### config.mk
export PLATFORM = sky130hd
export DESIGN_NAME = useq
export DESIGN_NICKNAME = d
export VERILOG_FILES = /design/src/rtl/useq.sv
export SDC_FILE = /design/constraint.sdc
export NUM_CORES = 1
export LEC_CHECK = 0
export CORE_ASPECT_RATIO = 0.6
export CORE_MARGIN = 2
export CORE_UTILIZATION = 45
export DETAILED_ROUTE_END_ITERATION = 10
export PLACE_DENSITY = 0.75
export SYNTH_ARGS = -nofsm -noshare
export SYNTH_HDL_FRONTEND = slang
export SYNTH_SLANG_ARGS = --single-unit
### constraint.sdc
create_clock -name clk -period 3.95 [get_ports clk]
set_input_delay 1.185 -clock clk [delete_from_list [all_inputs] [get_ports clk]]
set_output_delay 1.185 -clock clk [all_outputs]
set_load 0.01 [all_outputs]
### src/rtl/useq.sv
// ----------------------------------------------------------------------------
// useq : microsequencer for the uProgram ROM.
//
// Holds the micro-PC (uaddr) and executes the sequencing field of the
// microword the ROM presents: NEXT, JUMP, CJMP, CALL, RET, DISPATCH, WAIT and
// HALT. Return addresses live on a small LIFO stack. uaddr is registered on
// posedge clk. The ROM reads it on the following negedge, so one
// microinstruction executes per clock.
//
// Optional feature (macro UPGM_LOAD_EN): adds a ROM load path
// (load_req/load_addr/load_data) and a LOAD state. In LOAD the sequencer
// drives ROM write address, enable and data. Without the macro, upgm_we and
// upgm_wdata are tied to zero.
//
// Ports:
//   clk, rst        clock, asynchronous active-high reset
//   seq_op          sequencing opcode of the current microword
//   seq_target      branch/call target of the current microword
//   seq_cond_sel    index into cond
//   seq_cond_inv    invert the selected condition
//   cond            live datapath condition flags
//   dispatch_addr   entry address from the opcode map
//   stall           hold the sequencer (ignored in HALT)
//   restart         leave HALT
//   uaddr           micro-address to the ROM
//   upgm_we         ROM write enable
//   upgm_wdata      ROM write data
//   halted          high while halted
//   stack_err       sticky stack overflow/underflow flag
//   load_req/load_addr/load_data  (UPGM_LOAD_EN only) ROM load interface
// ----------------------------------------------------------------------------
module useq #(
  parameter int UADDR_W     = 10,
  parameter int STACK_DEPTH = 4,
  parameter int NCOND       = 16,
  parameter int RESET_VEC   = 0,
  parameter int UPGM_W      = 32
) (
  input  logic                     clk,
  input  logic                     rst,
  input  logic [2:0]               seq_op,
  input  logic [UADDR_W-1:0]       seq_target,
  input  logic [$clog2(NCOND)-1:0] seq_cond_sel,
  input  logic                     seq_cond_inv,
  input  logic [NCOND-1:0]         cond,
  input  logic [UADDR_W-1:0]       dispatch_addr,
  input  logic                     stall,
  input  logic                     restart,
`ifdef UPGM_LOAD_EN
  input  logic                     load_req,
  input  logic [UADDR_W-1:0]       load_addr,
  input  logic [UPGM_W-1:0]        load_data,
`endif
  output logic [UADDR_W-1:0]       uaddr,
  output logic                     upgm_we,
  output logic [UPGM_W-1:0]        upgm_wdata,
  output logic                     halted,
  output logic                     stack_err
);

  // sp ranges 0..STACK_DEPTH inclusive, so it needs one more code than the
  // stack index does.
  localparam int SP_W  = $clog2(STACK_DEPTH + 1);
  localparam int IDX_W = (STACK_DEPTH > 1) ? $clog2(STACK_DEPTH) : 1;

  localparam logic [UADDR_W-1:0] RESET_ADDR = UADDR_W'(RESET_VEC);
  localparam logic [SP_W-1:0]    SP_FULL    = SP_W'(STACK_DEPTH);
  localparam logic [SP_W-1:0]    SP_EMPTY   = '0;
  localparam logic [SP_W-1:0]    SP_ONE     = SP_W'(1);
  localparam logic [UADDR_W-1:0] ADDR_ONE   = UADDR_W'(1);

  localparam logic [2:0] OP_NEXT     = 3'd0;
  localparam logic [2:0] OP_JUMP     = 3'd1;
  localparam logic [2:0] OP_CJMP     = 3'd2;
  localparam logic [2:0] OP_CALL     = 3'd3;
  localparam logic [2:0] OP_RET      = 3'd4;
  localparam logic [2:0] OP_DISPATCH = 3'd5;
  localparam logic [2:0] OP_WAIT     = 3'd6;
  localparam logic [2:0] OP_HALT     = 3'd7;

  typedef enum logic [1:0] {
    ST_PRIME = 2'd0,
    ST_RUN   = 2'd1,
    ST_HALT  = 2'd2,
    ST_LOAD  = 2'd3
  } state_t;

  state_t               state_q;
  logic [UADDR_W-1:0]   uaddr_q;
  logic [SP_W-1:0]      sp_q;
  logic                 halted_q;
  logic                 stack_err_q;

  // Return stack contents are never reset; sp alone defines validity.
  logic [UADDR_W-1:0]   stack_q [STACK_DEPTH];

  logic [UADDR_W-1:0]   uaddr_inc;
  logic                 cond_hit;
  logic [SP_W-1:0]      sp_dec;
  logic [IDX_W-1:0]     push_idx;
  logic [IDX_W-1:0]     pop_idx;
  logic [UADDR_W-1:0]   stack_top;
  logic                 load_active;
  logic                 push_en;

  assign uaddr_inc = uaddr_q + ADDR_ONE;   // wraps modulo 2**UADDR_W
  assign cond_hit  = cond[seq_cond_sel] ^ seq_cond_inv;
  assign sp_dec    = sp_q - SP_ONE;
  assign push_idx  = sp_q[IDX_W-1:0];
  assign pop_idx   = sp_dec[IDX_W-1:0];
  assign stack_top = stack_q[pop_idx];

`ifdef UPGM_LOAD_EN
  // A load request, or the exit cycle from LOAD, pre-empts normal sequencing.
  assign load_active = load_req || (state_q == ST_LOAD);
`else
  assign load_active = 1'b0;
`endif

  assign push_en = !load_active && (state_q == ST_RUN) && !stall &&
                   (seq_op == OP_CALL) && (sp_q != SP_FULL);

  always_ff @(posedge clk) begin
    if (push_en) begin
      stack_q[push_idx] <= uaddr_inc;
    end
  end

`ifdef UPGM_LOAD_EN
  logic              upgm_we_q;
  logic [UPGM_W-1:0] upgm_wdata_q;
`endif

  always_ff @(posedge clk or posedge rst) begin
    if (rst) begin
      state_q      <= ST_PRIME;
      uaddr_q      <= RESET_ADDR;
      sp_q         <= SP_EMPTY;
      halted_q     <= 1'b0;
      stack_err_q  <= 1'b0;
`ifdef UPGM_LOAD_EN
      upgm_we_q    <= 1'b0;
      upgm_wdata_q <= '0;
`endif
    end else begin
`ifdef UPGM_LOAD_EN
      if (load_req) begin
        state_q      <= ST_LOAD;
        uaddr_q      <= load_addr;
        upgm_we_q    <= 1'b1;
        upgm_wdata_q <= load_data;
        halted_q     <= 1'b0;
      end else if (state_q == ST_LOAD) begin
        // Program image may have changed; restart cleanly from RESET_VEC.
        upgm_we_q    <= 1'b0;
        sp_q         <= SP_EMPTY;
        uaddr_q      <= RESET_ADDR;
        state_q      <= ST_PRIME;
      end else
`endif
      begin
        case (state_q)
          // Hold uaddr one edge so the ROM has read it before execution.
          ST_PRIME: begin
            if (!stall) begin
              state_q <= ST_RUN;
            end
          end
          ST_RUN: begin
            if (!stall) begin
              case (seq_op)
                OP_NEXT:     uaddr_q <= uaddr_inc;
                OP_JUMP:     uaddr_q <= seq_target;
                OP_CJMP:     uaddr_q <= cond_hit ? seq_target : uaddr_inc;
                OP_CALL: begin
                  // Overflow drops the return address but still branches.
                  if (sp_q == SP_FULL) begin
                    stack_err_q <= 1'b1;
                  end else begin
                    sp_q <= sp_q + SP_ONE;
                  end
                  uaddr_q <= seq_target;
                end
                OP_RET: begin
                  if (sp_q == SP_EMPTY) begin
                    uaddr_q     <= RESET_ADDR;
                    stack_err_q <= 1'b1;
                  end else begin
                    uaddr_q <= stack_top;
                    sp_q    <= sp_dec;
                  end
                end
                OP_DISPATCH: uaddr_q <= dispatch_addr;
                OP_WAIT:     uaddr_q <= cond_hit ? uaddr_inc : uaddr_q;
                OP_HALT: begin
                  state_q  <= ST_HALT;
                  halted_q <= 1'b1;
                end
                default:     uaddr_q <= uaddr_q;
              endcase
            end
          end
          ST_HALT: begin
            if (restart) begin
              uaddr_q  <= uaddr_inc;
              halted_q <= 1'b0;
              state_q  <= ST_PRIME;
            end
          end
          default: state_q <= ST_PRIME;
        endcase
      end
    end
  end

  assign uaddr     = uaddr_q;
  assign halted    = halted_q;
  assign stack_err = stack_err_q;

`ifdef UPGM_LOAD_EN
  assign upgm_we    = upgm_we_q;
  assign upgm_wdata = upgm_wdata_q;
`else
  assign upgm_we    = 1'b0;
  assign upgm_wdata = '0;
`endif

endmodule

# Word-level counts from Yosys, hierarchy flattened
# Memories as Yosys holds them, arrays and structs flattened.
# Cells that the tools add are included.
[totals]
ff_bits = 17
ramBits = 40
inputBits = 48
out_inout_bits = 45
wordCells = 74
memories = 1
[op_classes]
add_sub_neg = 3
magnitude_cmp = 1
n_eq_ne = 21
muxes = 26
bitwise_logic = 2
n_reduce_logical = 15
[memory_table]
columns = ["name", "depth", "width", "read_ports", "rd_ports_with_merged_regs", "wr", "line_no", "rtl"]
rows = [
  ["stack_q", 4, 10, 1, 0, 1, "95", "logic [UADDR_W-1:0] stack_q [STACK_DEPTH];"],
]
[ops]
columns = ["cell", "n"]
rows = [
  ["$pmux 10 s6", 1],
  ["$mux 10", 5],
  ["$pmux 10 s2", 1],
  ["$eq 3x3->1 const B", 5],
  ["$reduce_and 5->1", 3],
  ["$ne 2x2->1 const B", 6],
  ["$add 10x1->10 const B", 1],
  ["$mux 1", 8],
  ["$mux 2", 4],
  ["$reduce_and 4->1", 2],
  ["$ne 7x2->1 const B", 1],
  ["$eq 3x2->1 const B", 2],
  ["$logic_not 3->1", 2],
  ["$mux 3", 2],
  ["$ne 3x3->1 const B", 2],
  ["$pmux 2 s3", 1],
  ["$pmux 3 s2", 1],
  ["$lt 4x5->1 const B", 1],
  ["$bmux 1 s4", 1],
  ["$ne 2x1->1 const B", 2],
  ["$pmux 1 s2", 2],
  ["$reduce_bool 2->1", 2],
  ["$add 3x1->3 const B", 1],
  ["$eq 3x1->1 const B", 1],
  ["9 further kinds", 11],
]

# Depth between registers and ports, before layout
# Gate-level depths: netlist of run 1.
[logic_depth]
depth_word = 7
mapped_depth = 9
mapped_depth_nobuf = 8

# Least setup slack after synthesis of run 1
# OpenSTA, ideal clock, no wires.
[synth_timing]
path_kind = "input-to-reg"
start = "input seq_cond_sel[0]"
end = "register uaddr_q[2] (netlist: uaddr[2])"
setup_time_ns = 0.126
arrival_ns = 3.084
t_required_ns = 3.824
path_slack_ns = 0.740
stages = 9
path_buffers = 2
path_cell_list = "buf_4 > mux2i_1 > mux4_2 > mux2i_4 > xnor2_1 > o41a_1 > buf_2 > a221oi_2 > nor3_1"
[synth_between]
elab_chain_len = 7
word_cells_on_any_way = 9
classes_between = "eq/ne: 1; mux: 6; bitwise: 1; reduce/logical: 1"
[synth_lines]
columns = ["element", "line_no", "rtl"]
rows = [
  ["from (decl)", "43", "input logic [$clog2(NCOND)-1:0] seq_cond_sel,"],
  ["$bmux 1 s4 *", "107", "assign cond_hit = cond[seq_cond_sel] ^ seq_cond_inv;"],
  ["$mux 1 (implied by the code) *", "107", ""],
  ["$xor 1x1->1 *", "107", ""],
  ["$mux 10", "174", "OP_CJMP: uaddr_q <= cond_hit ? seq_target : uaddr_inc;"],
  ["$pmux 10 s6", "171", "case (seq_op)"],
  ["$mux 10", "170", "if (!stall) begin"],
  ["$pmux 10 s2", "162", "case (state_q)"],
  ["to (signal assigned)", "172", "OP_NEXT: uaddr_q <= uaddr_inc;"],
  ["to (signal assigned)", "173", "OP_JUMP: uaddr_q <= seq_target;"],
  ["to (signal assigned)", "174", ""],
  ["to (decl)", "89", "logic [UADDR_W-1:0] uaddr_q;"],
]
# Every way passes the cells marked *; elsewhere a longest branch is shown, timed or not. The select of a mux whose other input is x is not followed.
# A chain may end at the register's enable or synchronous reset.

# Worst setup path in the final report of run 1
[layout_timing]
start = "input seq_cond_sel[0]"
end = "register uaddr_q[6] (netlist: uaddr[6])"
# Same word-level chain as after synthesis.

==> results of run 1 <==
## worst max-delay path: stages
cell,delay (ns)
sky130_fd_sc_hd__clkdlybuf4s50_1,0.74
sky130_fd_sc_hd__mux2i_1,0.16
sky130_fd_sc_hd__mux4_2,0.51
sky130_fd_sc_hd__mux2i_4,0.18
sky130_fd_sc_hd__xnor2_1,0.11
sky130_fd_sc_hd__o41a_1,0.31
sky130_fd_sc_hd__buf_4,0.22
sky130_fd_sc_hd__a221oi_2,0.29
sky130_fd_sc_hd__nor3_1,0.08
## layout make-up
type	count	area (sq um)	area share [%]
clock inverters	6	58.81	1.340
clock buffers	10	229.0	5.217
inverters	9	33.78	0.7697
flip-flops and latches	57	1627	37.06
repair buffers	73	695.7	15.85
well taps	104	130.1	2.965
multi-input cells	209	1615	36.80
## registers in the layout (all words and copies together) (netlist names)
register,flops
state_q,2
halted,1
stack_err,1
stack_q,40
sp_q,3
uaddr,10
## cell usage in the layout (no fill, tap or decap), drive strengths merged, types with 2 or more instances in the layout
master	n
a221o	8
o41ai	3
ha	11
and3	5
clkinv	4
nand2	20
nand4	4
nor2b	2
a21boi	2
buf	14
mux4	12
xnor2	10
mux2	10
clkdlybuf4s50	59
inv	9
nor2	8
o22ai	4
nand3	8
a21oi	6
a221oi	5
o21ai	15
dfrtp	17
edfxtp	40
xor2	3
nor3	9
a211oi	4
mux2i	9
clkbuf	10
conb	33
and2	5
## power breakdown
| part | total, mW | switching, mW | leakage [nW] | internal (mW) |
|---|---|---|---|---|
| Clock | 0.747 | 0.265 | 0.138 | 0.482 |
| Sequential | 0.919 | 0.107 | 0.568 | 0.812 |
| Combinational | 1.25 | 0.677 | 0.986 | 0.568 |
## final timing paths
path                                         endpoint  slack [ns]  depth (start not counted)
min in group asynchronous        uaddr[3]$_DFFE_PP0P_        1.29                          2
max in group asynchronous        uaddr[6]$_DFFE_PP0P_        2.18                          2
worst min-delay path            stack_err$_DFFE_PP0P_        0.47                          1
worst min register to register  stack_err$_DFFE_PP0P_        0.47                          1
worst max-delay path             uaddr[6]$_DFFE_PP0P_        0.38                          9
worst max register to register   uaddr[0]$_DFFE_PP0P_        1.10                          8
## routing by layer
layer  GRT usage (%)  routed length, microns
met5               0                       0
met4           6.013                     130
met3           10.36                    1114
met2           30.46                    3697
met1           31.02                    3707
## cells by family after synthesis
kind of cell,after synthesis
AND/OR/NAND/NOR,66
other,1
flip-flops,57
multiplexers,31
AO/OA/AOI/OAI,55
buffers and inverters,57
XOR/XNOR,13
adder cells (fa/ha/maj),11
==> Flow_metrics.wiki, run 1 <==
{| class="wikitable"
! Metric !! Value
|-
| Outcome || completed
|-
| Critical path launch point || seq_cond_sel[0]
|-
| Post-Place Setup Slack || between 0.06 and 0.07 ns
|-
| Initial core utilization || a little under half
|-
| Worst hold path startpoint || stack_err$_DFFE_PP0P_
|-
| Pwr per Cell Area || roughly 660 nW/um^2
|-
| Final TNS setup || 0 ns
|-
| Die Wd || between 100 and 150 microns
|-
| Clock period minus final worst setup slack || about 3.6 ns
|-
| Share of synthesized area spent on multiplexers || ~14%
|-
| Number of enable-type register cells in the synthesized netlist || 40
|-
| Commonest cells in the netlist || sky130_fd_sc_hd__edfxtp_1 (40), sky130_fd_sc_hd__buf_4 (34), sky130_fd_sc_hd__nand2_1 (20)
|-
| Total Die Area || between 8000 and 9000 sq um
|-
| Area added between synthesis and finish || 26.69%
|-
| Number of iterations in the first detailed-routing pass || 4
|-
| DRC violations left || 0
|-
| DP Wirelength || between 6000 and 7000 microns
|-
| CTS tree || built
|-
| Die Y-Extent || about 70 microns
|-
| Minimum hold slack || 0.4683 ns
|-
| IO Port Bufs || 59
|-
| FFs w/ async S/R, synth || just under 30%
|-
| Dpl cell area || ~4000 sq um
|-
| Core Region || between 7000 and 8000 sq um
|-
| Resized cells post-CTS || 0
|-
| Maximum clock insertion buffer count || 2
|-
| Top cell type by total area after synthesis || sky130_fd_sc_hd__edfxtp_1
|-
| Final cell utilization of the core || 59.66%
|-
| Ys flop type || sky130_fd_sc_hd__edfxtp_1
|-
| Data required time at the worst endpoint || about 4.2 ns
|-
| Syn Area/Cell || around 12 sq um
|-
| Global router's overall resource usage || a little over a fifth
|-
| Kind of end point of the critical path || flip-flop
|-
| Count of nets after finishing || about 420
|-
| Antenna diode instance count || 0
|-
| Clock tree skew after final layout || 0.005335 ns
|-
| Worst endpoint data arrival time || 3.78 ns
|-
| Max-slew violation total from the final report || 0
|-
| Kind of critical path || primary input to flip-flop
|-
| Largest family of logic cells by synthesized area || multiplexers
|-
| Crit Path Max Fanout || 22
|-
| Number of buffers created by CTS || 9
|-
| Total number of vias || ~2600
|-
| Yosys warning count || 0
|-
| Hold WC Path Type || flip-flop to flip-flop
|-
| Unrepaired setup endpoints after global routing || no
|-
| Number of rows created at floorplan || 24
|-
| Dominant cells by area after synthesis || sky130_fd_sc_hd__edfxtp_1 (35%), sky130_fd_sc_hd__dfrtp_1 (12%), sky130_fd_sc_hd__mux4_2 (7.8%), sky130_fd_sc_hd__buf_4 (7.4%), sky130_fd_sc_hd__ha_1 (4.0%)
|-
| Detail Route Antenna Nets || 0
|-
| Startpoint of the most critical register-to-register path || sp_q[0]$_DFFE_PP0P_
|-
| Vias in the first global route || 2527
|-
| Total Wirelength || approximately 8600 microns
|-
| Number of filler cells placed in the layout || slightly above 600
|-
| Slew margin rel. || slightly below 50%
|-
| Part of the Yosys area used for sequential elements || 46.95%
|-
| Actual slew at the worst max-slew pin || between 0.7 and 0.8 ns
|-
| Library cell used as clock root buffer || sky130_fd_sc_hd__clkbuf_16
|-
| Unique masters post-synth || between 40 and 50
|-
| Placer Congestion || between 0.8 and 0.9
|-
| Maximum number of pins on one net before global-route repair || 23
|-
| Share of layout cells above drive strength 1 || roughly 15%
|-
| I/O pin count || slightly above 90
|-
| Maximum ir drop on the vdd rail || 0.4336 mV
|-
| Syn Std Cell Area || between 3000 and 4000 sq um
|-
| Number of clock sinks seen by CTS || between 50 and 60
|-
| Post-Synthesis Cells || 291
|-
| Deepest level of the CTS H-tree || 3
|-
| Antenna violations before repair || 0
|-
| Via/cell ratio || 5.449
|-
| Share of the synthesized netlist area taken by xor and xnor gates || 3.286%
|-
| Compound-cell area share of the yosys netlist || 12.35%
|-
| Static leakage power || roughly 1.7 nW
|-
| First-pass GRT wire length || 13200 microns
|-
| Minimum setup slack in the final design || 0.3781 ns
|-
| Clock slew seen by the registers of the worst setup and hold paths || around 0.05 ns
|-
| Fraction of synthesized cell area taken by the top area cell type || between 30% and 40%
|-
| Setup-failing EPs final || 0
|-
| # Post-CTS Setup Buffers || 0
|-
| Post-route clock period utilization || 90.43%
|-
| Final Hold Vio Count || 0
|-
| Final cell count without fillers || 468
|-
| Post-detailed-route wirelength per cell || ~18 microns
|-
| Cell total after placement || about 450
|-
| Gr ovfl total || 0
|-
| Number of buffers inserted for hold repair after clock tree synthesis || 0
|-
| Critical Path Source Type || primary input
|-
| Synthesis-stage register bit count || 57
|-
| Synth Area in Adders || 3.973%
|-
| Post-synthesis simple-gate area fraction || 9.426%
|-
| Worst skew pair latency || ~0.33 ns
|-
| Max-capacitance violation count || 0
|-
| Pwr Total || between 2 and 3 mW
|-
| Most numerous cell in the Yosys netlist || sky130_fd_sc_hd__edfxtp_1
|-
| Highest clock rate || 0.2800 GHz
|-
| DRT iter0 DRCs || between 150 and 200
|-
| Summed area of non-filler cells in the final layout || approximately 4400 sq um
|}
Note: power is estimated with default switching activity, not from simulation.
==> inputs of run 2 (changes only) <==
- CORE_UTILIZATION: 45 -> 43
- PLACE_DENSITY: 0.75 -> 0.72
- SKIP_CTS_REPAIR_TIMING: default -> 1
==> run 2 against run 1 <==
Compared with the run above: cell count is 0.21% higher; via count is 3.2% lower; sequential share of layout area is 0.12 points lower; non-clock buffer count is 3 lower; critical path type unchanged; largest cell class unchanged; clock-buffer cell count is 1 lower; critical endpoint unchanged; global-route usage is 2.1 points lower; clock power is 10% higher.
==> Flow_metrics.wiki, run 2 (synthesis gave the netlist of run 1 again) <==
{| class="wikitable"
! Metric !! Value
|-
| Antenna diode instance count || 0 (unchanged)
|-
| Number of clock sinks seen by CTS || 57 (unchanged)
|-
| Maximum clock insertion buffer count || 2 (unchanged)
|-
| I/O pin count || 93 (unchanged)
|-
| Portion of total power attributed to the clock network || 27.2% (+1.5 points)
|-
| Number of buffers created by CTS || 9 (unchanged)
|-
| Register with the most flip-flops || stack_q
|-
| Detail Route Antenna Nets || 0 (unchanged)
|-
| Placer Congestion || 0.8299 (-2.1%)
|-
| Data required time at the worst endpoint || 4.15 ns (about the same)
|-
| Share of layout cells above drive strength 1 || 14.96% (-0.15 points)
|-
| Slowest Stage Delay on Critical Path || 0.74 ns (about the same)
|-
| Maximum ir drop on the vdd rail || 0.4206 mV (-3.0%)
|-
| Cells on Worst Hold Path || 1 (unchanged)
|-
| Proportion of total power due to net switching || 35.80% (-0.23 points)
|-
| Area added between synthesis and finish || 27.09%
|-
| DP Wirelength || 6049 microns (-2.8%)
|-
| Worst hold path startpoint || stack_err$_DFFE_PP0P_
|-
| Library cell used as clock root buffer || sky130_fd_sc_hd__clkbuf_16
|-
| Clock slew seen by the registers of the worst setup and hold paths || 0.05 ns (about the same)
|-
| Pwr per Cell Area || 685.5 nW/um^2 (+3.4%)
|-
| Count of nets after finishing || 415 (-0.72%)
|-
| Kind of critical path || primary input to flip-flop
|-
| Total Die Area || 8815 sq um (+4.4%)
|-
| Clock tree skew after final layout || 0.007795 ns (+0.002460 ns)
|-
| Number of iterations in the first detailed-routing pass || 4 (unchanged)
|-
| Total number of vias || 2468 (-3.2%)
|-
| Total Wirelength || 8103 microns (-6.3%)
|-
| Global router's overall resource usage || 19.86% (-2.1 points)
|-
| Post-detailed-route wirelength per cell || 17.28 microns (-6.5%)
|-
| Startpoint of the most critical register-to-register path || sp_q[0]$_DFFE_PP0P_
|-
| Top Metal Used || met4
|-
| Die Wd || 119.9 microns (+2.2%)
|-
| Sequential share of power || 30.2% (-1.4 points)
|-
| Kind of end point of the critical path || flip-flop
|-
| Routed length on met3 || 615 microns (-45%)
|-
| Worst R2R End || uaddr[0]$_DFFE_PP0P_
|-
| Vias in the first global route || 2449 (-3.1%)
|-
| Wire length on met2 || 3672 microns (-0.68%)
|-
| End point of the most critical hold path || stack_err$_DFFE_PP0P_
|-
| First-pass GRT wire length || 12850 microns (-2.6%)
|-
| Outcome || completed
|-
| Largest register FFs || 40 (unchanged)
|-
| Combinational fraction of design power || 42.6% (-0.2 points)
|-
| Maximum number of pins on one net before global-route repair || 23 (unchanged)
|-
| Max-slew violation total from the final report || 0 (unchanged)
|-
| Number of rows created at floorplan || 25 (+4.2%)
|-
| Minimum setup slack in the final design || 0.3835 ns (+0.005386 ns)
|-
| Deepest level of the CTS H-tree || 3 (unchanged)
|-
| Final Hold Vio Count || 0 (unchanged)
|-
| Most common library cell in the layout ignoring fill and taps || sky130_fd_sc_hd__clkdlybuf4s50_1
|-
| Metal1 wirelength || 3726 microns (+0.51%)
|-
| IO Port Bufs || 59 (unchanged)
|-
| Static leakage power || 1.691 nW (about the same)
|-
| CTS tree || built
|-
| DRT iter0 DRCs || 184 (-3.2%)
|-
| DRC violations left || 0 (unchanged)
|-
| Actual slew at the worst max-slew pin || 0.7406 ns (-0.01719 ns)
|-
| Initial core utilization || 44.13% (-3.0 points)
|-
| Post-route clock period utilization || 90.29% (-0.14 points)
|-
| Worst endpoint data arrival time || 3.77 ns (about the same)
|-
| Leading cell types in the layout, fill and taps excluded || sky130_fd_sc_hd__clkdlybuf4s50_1 (59), sky130_fd_sc_hd__edfxtp_1 (40), sky130_fd_sc_hd__conb_1 (33)
|-
| Crit Path Max Fanout || 22 (unchanged)
|-
| Highest clock rate || 0.2804 GHz (+0.15%)
|-
| Gr ovfl total || 0 (unchanged)
|-
| Unrepaired setup endpoints after global routing || no
|-
| Reported net switching power || 1.081 mW (+3.0%)
|-
| Critical Path Source Type || primary input
|-
| Critical-path top delay cell || sky130_fd_sc_hd__clkdlybuf4s50_1
|-
| Antenna violations before repair || 0 (unchanged)
|-
| CP cell instances || clkdlybuf4s50_1, mux2i_1, mux4_2, mux2i_4, xnor2_1, o41a_1, buf_4, a221oi_2, nor3_1
|-
| Clock period minus final worst setup slack || 3.566 ns (-0.005386 ns)
|-
| Final TNS setup || 0 ns (unchanged)
|-
| Setup-failing EPs final || 0 (unchanged)
|-
| Internal power component || 1.938 mW (+4.1%)
|-
| Max-capacitance violation count || 0 (unchanged)
|-
| Hold WC Path Type || flip-flop to flip-flop
|-
| Worst skew pair latency || 0.32 ns (about the same)
|-
| Core Region || 7851 sq um (+6.7%)
|-
| Slew margin rel. || 50.57% (+1.1 points)
|-
| Die Y-Extent || 73.53 microns (+2.2%)
|-
| Post-Place Setup Slack || 0.06621 ns (+0.005604 ns)
|-
| Worst reg2reg path depth || 8 (unchanged)
|-
| Via/cell ratio || 5.262 (-3.4%)
|-
| Reg2reg setup slack || 1.11 ns (about the same)
|}
[run 2: power by group through the flow]
| stage | combinational (mW) | sequential, mW | clock (mW) |
|---|---|---|---|
| 2_1_floorplan | 0.814 | 0.931 | 0 |
| 3_3_place_gp | 1.23 | 0.916 | 0 |
| 3_5_place_dp | 1.26 | 0.917 | 0 |
| 4_1_cts | 1.28 | 0.908 | 0.828 |
| 5_1_grt | 1.40 | 0.926 | 0.863 |
| 6_report | 1.28 | 0.912 | 0.822 |
[run 2: layout make-up]
type | instances | area, sq um
Timing Repair Buffer | 70 | 673.1
Fill cell | 654 | 3448
Tap cell | 108 | 135.1
Clock buffer | 9 | 225.2
Inverter | 9 | 33.78
Clock inverter | 7 | 93.84
Sequential cell | 57 | 1627
Multi-Input combinational cell | 209 | 1615
[run 2: worst max path at each step]
| stage | from | endpoint | slack (ns) | cells after the start |
|---|---|---|---|---|
| floorplan | seq_cond_sel[0] | uaddr[2]$_DFFE_PP0P_ | 0.74 | 9 |
| global route | seq_cond_sel[0] | uaddr[6]$_DFFE_PP0P_ | 0.22 | 9 |
| CTS | seq_cond_sel[0] | uaddr[6]$_DFFE_PP0P_ | 0.39 | 9 |
| global placement | seq_cond_sel[0] | uaddr[6]$_DFFE_PP0P_ | 0.16 | 9 |
| finish | seq_cond_sel[0] | uaddr[6]$_DFFE_PP0P_ | 0.38 | 9 |
| detailed placement | seq_cond_sel[0] | uaddr[6]$_DFFE_PP0P_ | 0.07 | 9 |
[run 2: worst max-delay path: cells and delay by family]
family / cells / cell delay, ns
AO/OA/AOI/OAI: 2 / 0.59
XOR/XNOR: 1 / 0.10
buffers and inverters: 2 / 0.96
multiplexers: 3 / 0.85
AND/OR/NAND/NOR: 1 / 0.07
[run 2: per-layer routing]
layer | vias to the layer above | track usage [%]
li1 | 1163 | -
met1 | 1196 | 26.96
met2 | 101 | 31.11
met3 | 8 | 4.891
met4 | 0 | 7.843
met5 | - | 0
[run 2: metrics by stage]
stage	std cells	util (%)	instance area [sq um]	hold WS, ns	total power [mW]
floorplan	323	-	3585	0.5032	1.744
global placement	453	52.02	4084	0.4627	2.142
detailed placement	453	52.02	4084	0.4572	2.178
CTS	469	56.08	4403	0.4692	3.017
global route	469	56.08	4403	0.4986	3.190
finish	469	56.08	4403	0.4681	3.018
==> inputs of run 3 (changes only) <==
--- a/config.mk
+++ b/config.mk
@@ -10,5 +10,5 @@
 export CORE_UTILIZATION = 43
 export DETAILED_ROUTE_END_ITERATION = 10
-export PLACE_DENSITY = 0.72
+export PLACE_DENSITY = 0.75
 export SKIP_CTS_REPAIR_TIMING = 1
 export SYNTH_ARGS = -nofsm -noshare
==> constraint.sdc (replaced) <==
create_clock -name clk -period 3.17 [get_ports clk]
set_input_delay 0.951 -clock clk [delete_from_list [all_inputs] [get_ports clk]]
set_output_delay 0.951 -clock clk [all_outputs]
set_load 0.05 [all_outputs]
==> run 3 against run 2 <==
Compared with the run above: clock-buffer cell count rose by 1; critical path depth decreased by 1; via count up 6.0%; largest power group unchanged; highest routed layer unchanged.
==> Flow_metrics.wiki, run 3 (synthesis gave the netlist of run 1 again) <==
{| class="wikitable"
! Metric !! Value
|-
| Outcome || completed
|-
| Worst reg2reg path depth || 7 (-1)
|-
| Slew margin rel. || 48.56% (-2.0 points)
|-
| Timing endpoint of the critical path || uaddr[6]$_DFFE_PP0P_
|-
| Initial core utilization || 44.13% (unchanged)
|-
| Register with the most flip-flops || stack_q
|-
| Combinational fraction of design power || 49.5% (+6.9 points)
|-
| Antenna violations before repair || 0 (unchanged)
|-
| Clock period minus final worst setup slack || 3.170 ns
|-
| Dpl cell area || 4199 sq um (+2.8%)
|-
| DRT iter0 DRCs || 344 (+87%)
|-
| CP cell instances || clkdlybuf4s50_1, mux4_2, mux2i_4, xnor2_2, o41a_1, buf_12, a221oi_4, nor3_2
|-
| Total Die Area || 8815 sq um (unchanged)
|-
| Most common library cell in the layout ignoring fill and taps || sky130_fd_sc_hd__clkdlybuf4s50_1
|-
| Max-slew violation total from the final report || 0 (unchanged)
|-
| Global router's overall resource usage || 20.50% (+0.65 points)
|-
| Top Family by Delay on Critical Path || multiplexers
|-
| Pwr per Cell Area || 927.7 nW/um^2 (+35%)
|-
| Detail Route Antenna Nets || 0 (unchanged)
|-
| Maximum clock insertion buffer count || 2 (unchanged)
|-
| Number of clock sinks seen by CTS || 57 (unchanged)
|-
| Leading cell types in the layout, fill and taps excluded || sky130_fd_sc_hd__clkdlybuf4s50_1 (55), sky130_fd_sc_hd__edfxtp_1 (40), sky130_fd_sc_hd__conb_1 (33)
|-
| CP Depth || 8 (-1)
|-
| Clock slew seen by the registers of the worst setup and hold paths || 0.05 ns (about the same)
|-
| Area added between synthesis and finish || 33.66%
|-
| First-pass GRT wire length || 13330 microns (+3.7%)
|-
| Minimum hold slack || 0.4849 ns (+0.01673 ns)
|-
| Vias in the first global route || 2545 (+3.9%)
|-
| Count of nets after finishing || 426 (+2.7%)
|-
| Hold WC Path Type || flip-flop to flip-flop
|-
| Kind of end point of the critical path || flip-flop
|-
| Total Wirelength || 8837 microns (+9.1%)
|-
| Final cell count without fillers || 480 (+2.3%)
|-
| Multi-input gate area || 1658 sq um (+2.6%)
|-
| Antenna diode instance count || 0 (unchanged)
|-
| Library cell used as clock root buffer || sky130_fd_sc_hd__clkbuf_16
|-
| Seq. cell area || 1627 sq um (unchanged)
|-
| Post-route clock period utilization || 99.99%
|-
| Post-detailed-route wirelength per cell || 18.41 microns (+6.6%)
|-
| Max-capacitance violation count || 0 (unchanged)
|-
| Critical-path top delay cell || sky130_fd_sc_hd__mux4_2
|-
| Gr ovfl total || 0 (unchanged)
|-
| CTS tree || built
|-
| Largest register FFs || 40 (unchanged)
|-
| Proportion of total power due to net switching || 40.06% (+4.3 points)
|-
| Die Y-Extent || 73.53 microns (unchanged)
|-
| DP Wirelength || 6054 microns (about the same)
|-
| Kind of critical path || primary input to flip-flop
|-
| Highest clock rate || 0.3155 GHz
|-
| Static leakage power || 1.821 nW (+7.7%)
|-
| Total number of vias || 2616 (+6.0%)
|-
| Die Wd || 119.9 microns (unchanged)
|-
| Clock tree skew after final layout || 0.008339 ns (+0.0005443 ns)
|-
| Setup-failing EPs final || 0 (unchanged)
|-
| Number of rows created at floorplan || 25 (unchanged)
|-
| Placer Congestion || 0.8546 (+3.0%)
|-
| Maximum ir drop on the vdd rail || 0.8217 mV (+95%)
|-
| Internal power component || 2.575 mW (+33%)
|-
| Worst endpoint data arrival time || 3.37 ns (-0.40 ns)
|-
| Reg2reg setup slack || 0.58 ns (-0.53 ns)
|-
| Cell total after placement || 460 (+1.5%)
|-
| Slowest Stage Delay on Critical Path || 0.55 ns (-0.19 ns)
|-
| Final Hold Vio Count || 0 (unchanged)
|-
| I/O pin count || 93 (unchanged)
|-
| Worst skew pair latency || 0.33 ns (about the same)
|-
| Number of buffers created by CTS || 9 (unchanged)
|-
| Data required time at the worst endpoint || 3.37 ns (-0.78 ns)
|-
| Startpoint of the most critical register-to-register path || uaddr[2]$_DFFE_PP0P_
|-
| IO Port Bufs || 59 (unchanged)
|-
| Actual slew at the worst max-slew pin || 0.7708 ns (+0.03012 ns)
|-
| Worst R2R End || uaddr[9]$_DFFE_PP0P_
|-
| Buffering stage count on the worst path with inverters included || 2 (unchanged)
|-
| Reported net switching power || 1.721 mW (+59%)
|-
| Number of iterations in the first detailed-routing pass || 5 (+1)
|-
| Maximum number of pins on one net before global-route repair || 23 (unchanged)
|-
| Crit Path Max Fanout || 6 (-73%)
|-
| Core Region || 7851 sq um (unchanged)
|-
| Via/cell ratio || 5.450 (+3.6%)
|-
| Number of filler cells placed in the layout || 614 (-6.1%)
|-
| Summed area of non-filler cells in the final layout || 4631 sq um (+5.2%)
|-
| Share of layout cells above drive strength 1 || 18.82% (+3.9 points)
|-
| DRC violations left || 0 (unchanged)
|-
| Deepest level of the CTS H-tree || 3 (unchanged)
|-
| Sequential share of power || 26.8% (-3.4 points)
|-
| Critical path launch point || seq_cond_sel[1]
|-
| Critical Path Source Type || primary input
|-
| Portion of total power attributed to the clock network || 23.6% (-3.6 points)
|}
-- run 3: cell count changes in the layout (fill, tap and decap cells not counted), sizes merged --
cell | before | now
buf | 11 | 20
clkinvlp | 1 | 0
dlymetal6s2s | 0 | 4
clkbuf | 9 | 12
clkdlybuf4s50 | 59 | 55
-- run 3: worst min-delay path by stage --
| stage | start | to | slack (ns) | cells after the start |
|---|---|---|---|---|
| 3_5_place_dp | stack_err$_DFFE_PP0P_ | stack_err$_DFFE_PP0P_ | 0.48 | 1 |
| 4_1_cts | stack_err$_DFFE_PP0P_ | stack_err$_DFFE_PP0P_ | 0.49 | 1 |
| 6_report | stack_err$_DFFE_PP0P_ | stack_err$_DFFE_PP0P_ | 0.48 | 1 |
| 3_3_place_gp | stack_err$_DFFE_PP0P_ | stack_err$_DFFE_PP0P_ | 0.47 | 1 |
| 5_1_grt | stack_err$_DFFE_PP0P_ | stack_err$_DFFE_PP0P_ | 0.51 | 1 |
| 2_1_floorplan | sp_q[1]$_DFFE_PP0P_ | sp_q[1]$_DFFE_PP0P_ | 0.57 | 2 |
-- run 3: layer usage --
metal	routed length, microns	share of wire (%)	global-route usage, %
met5	0	0	0
met4	124	1.4	8.105
met3	1156	13	5.978
met2	4071	46	31.17
met1	3486	39	27.98
-- run 3: worst reg2reg max path, delay by kind of cell (launching register included) --
| kind | cells | cell delay (ns) |
|---|---|---|
| compound gates | 1 | 0.35 |
| simple gates | 5 | 1.12 |
| flops | 1 | 0.52 |
| xor+xnor | 1 | 0.50 |
-- run 3: stage by stage --
step,setup WS [ns],utilization (%),TNS (ns),power [mW]
floorplan,0.1405,-,0,2.458
global placement,-0.2203,53.48,-1.589,2.982
detailed placement,-0.3454,53.48,-2.748,3.042
CTS,-0.04061,57.43,-0.04061,4.084
global route,-0.06323,58.98,-0.2650,4.489
finish,0.0003006,58.98,0,4.296
-- run 3: power by group through the flow --
stage / Clock [mW] / Sequential, mW / Combinational [mW]
2_1_floorplan: 0 / 1.37 / 1.08
3_3_place_gp: 0 / 1.15 / 1.84
3_5_place_dp: 0 / 1.15 / 1.89
4_1_cts: 1.03 / 1.14 / 1.92
5_1_grt: 1.06 / 1.17 / 2.26
6_report: 1.02 / 1.15 / 2.13
-- run 3: layout make-up --
class,instances,area share [%]
inverter,9,0.7295
clock buffer,10,4.945
multi-input combinational,209,35.80
tap,108,2.918
sequential,57,35.13
timing repair buffer,81,18.72
clock inverter,6,1.756
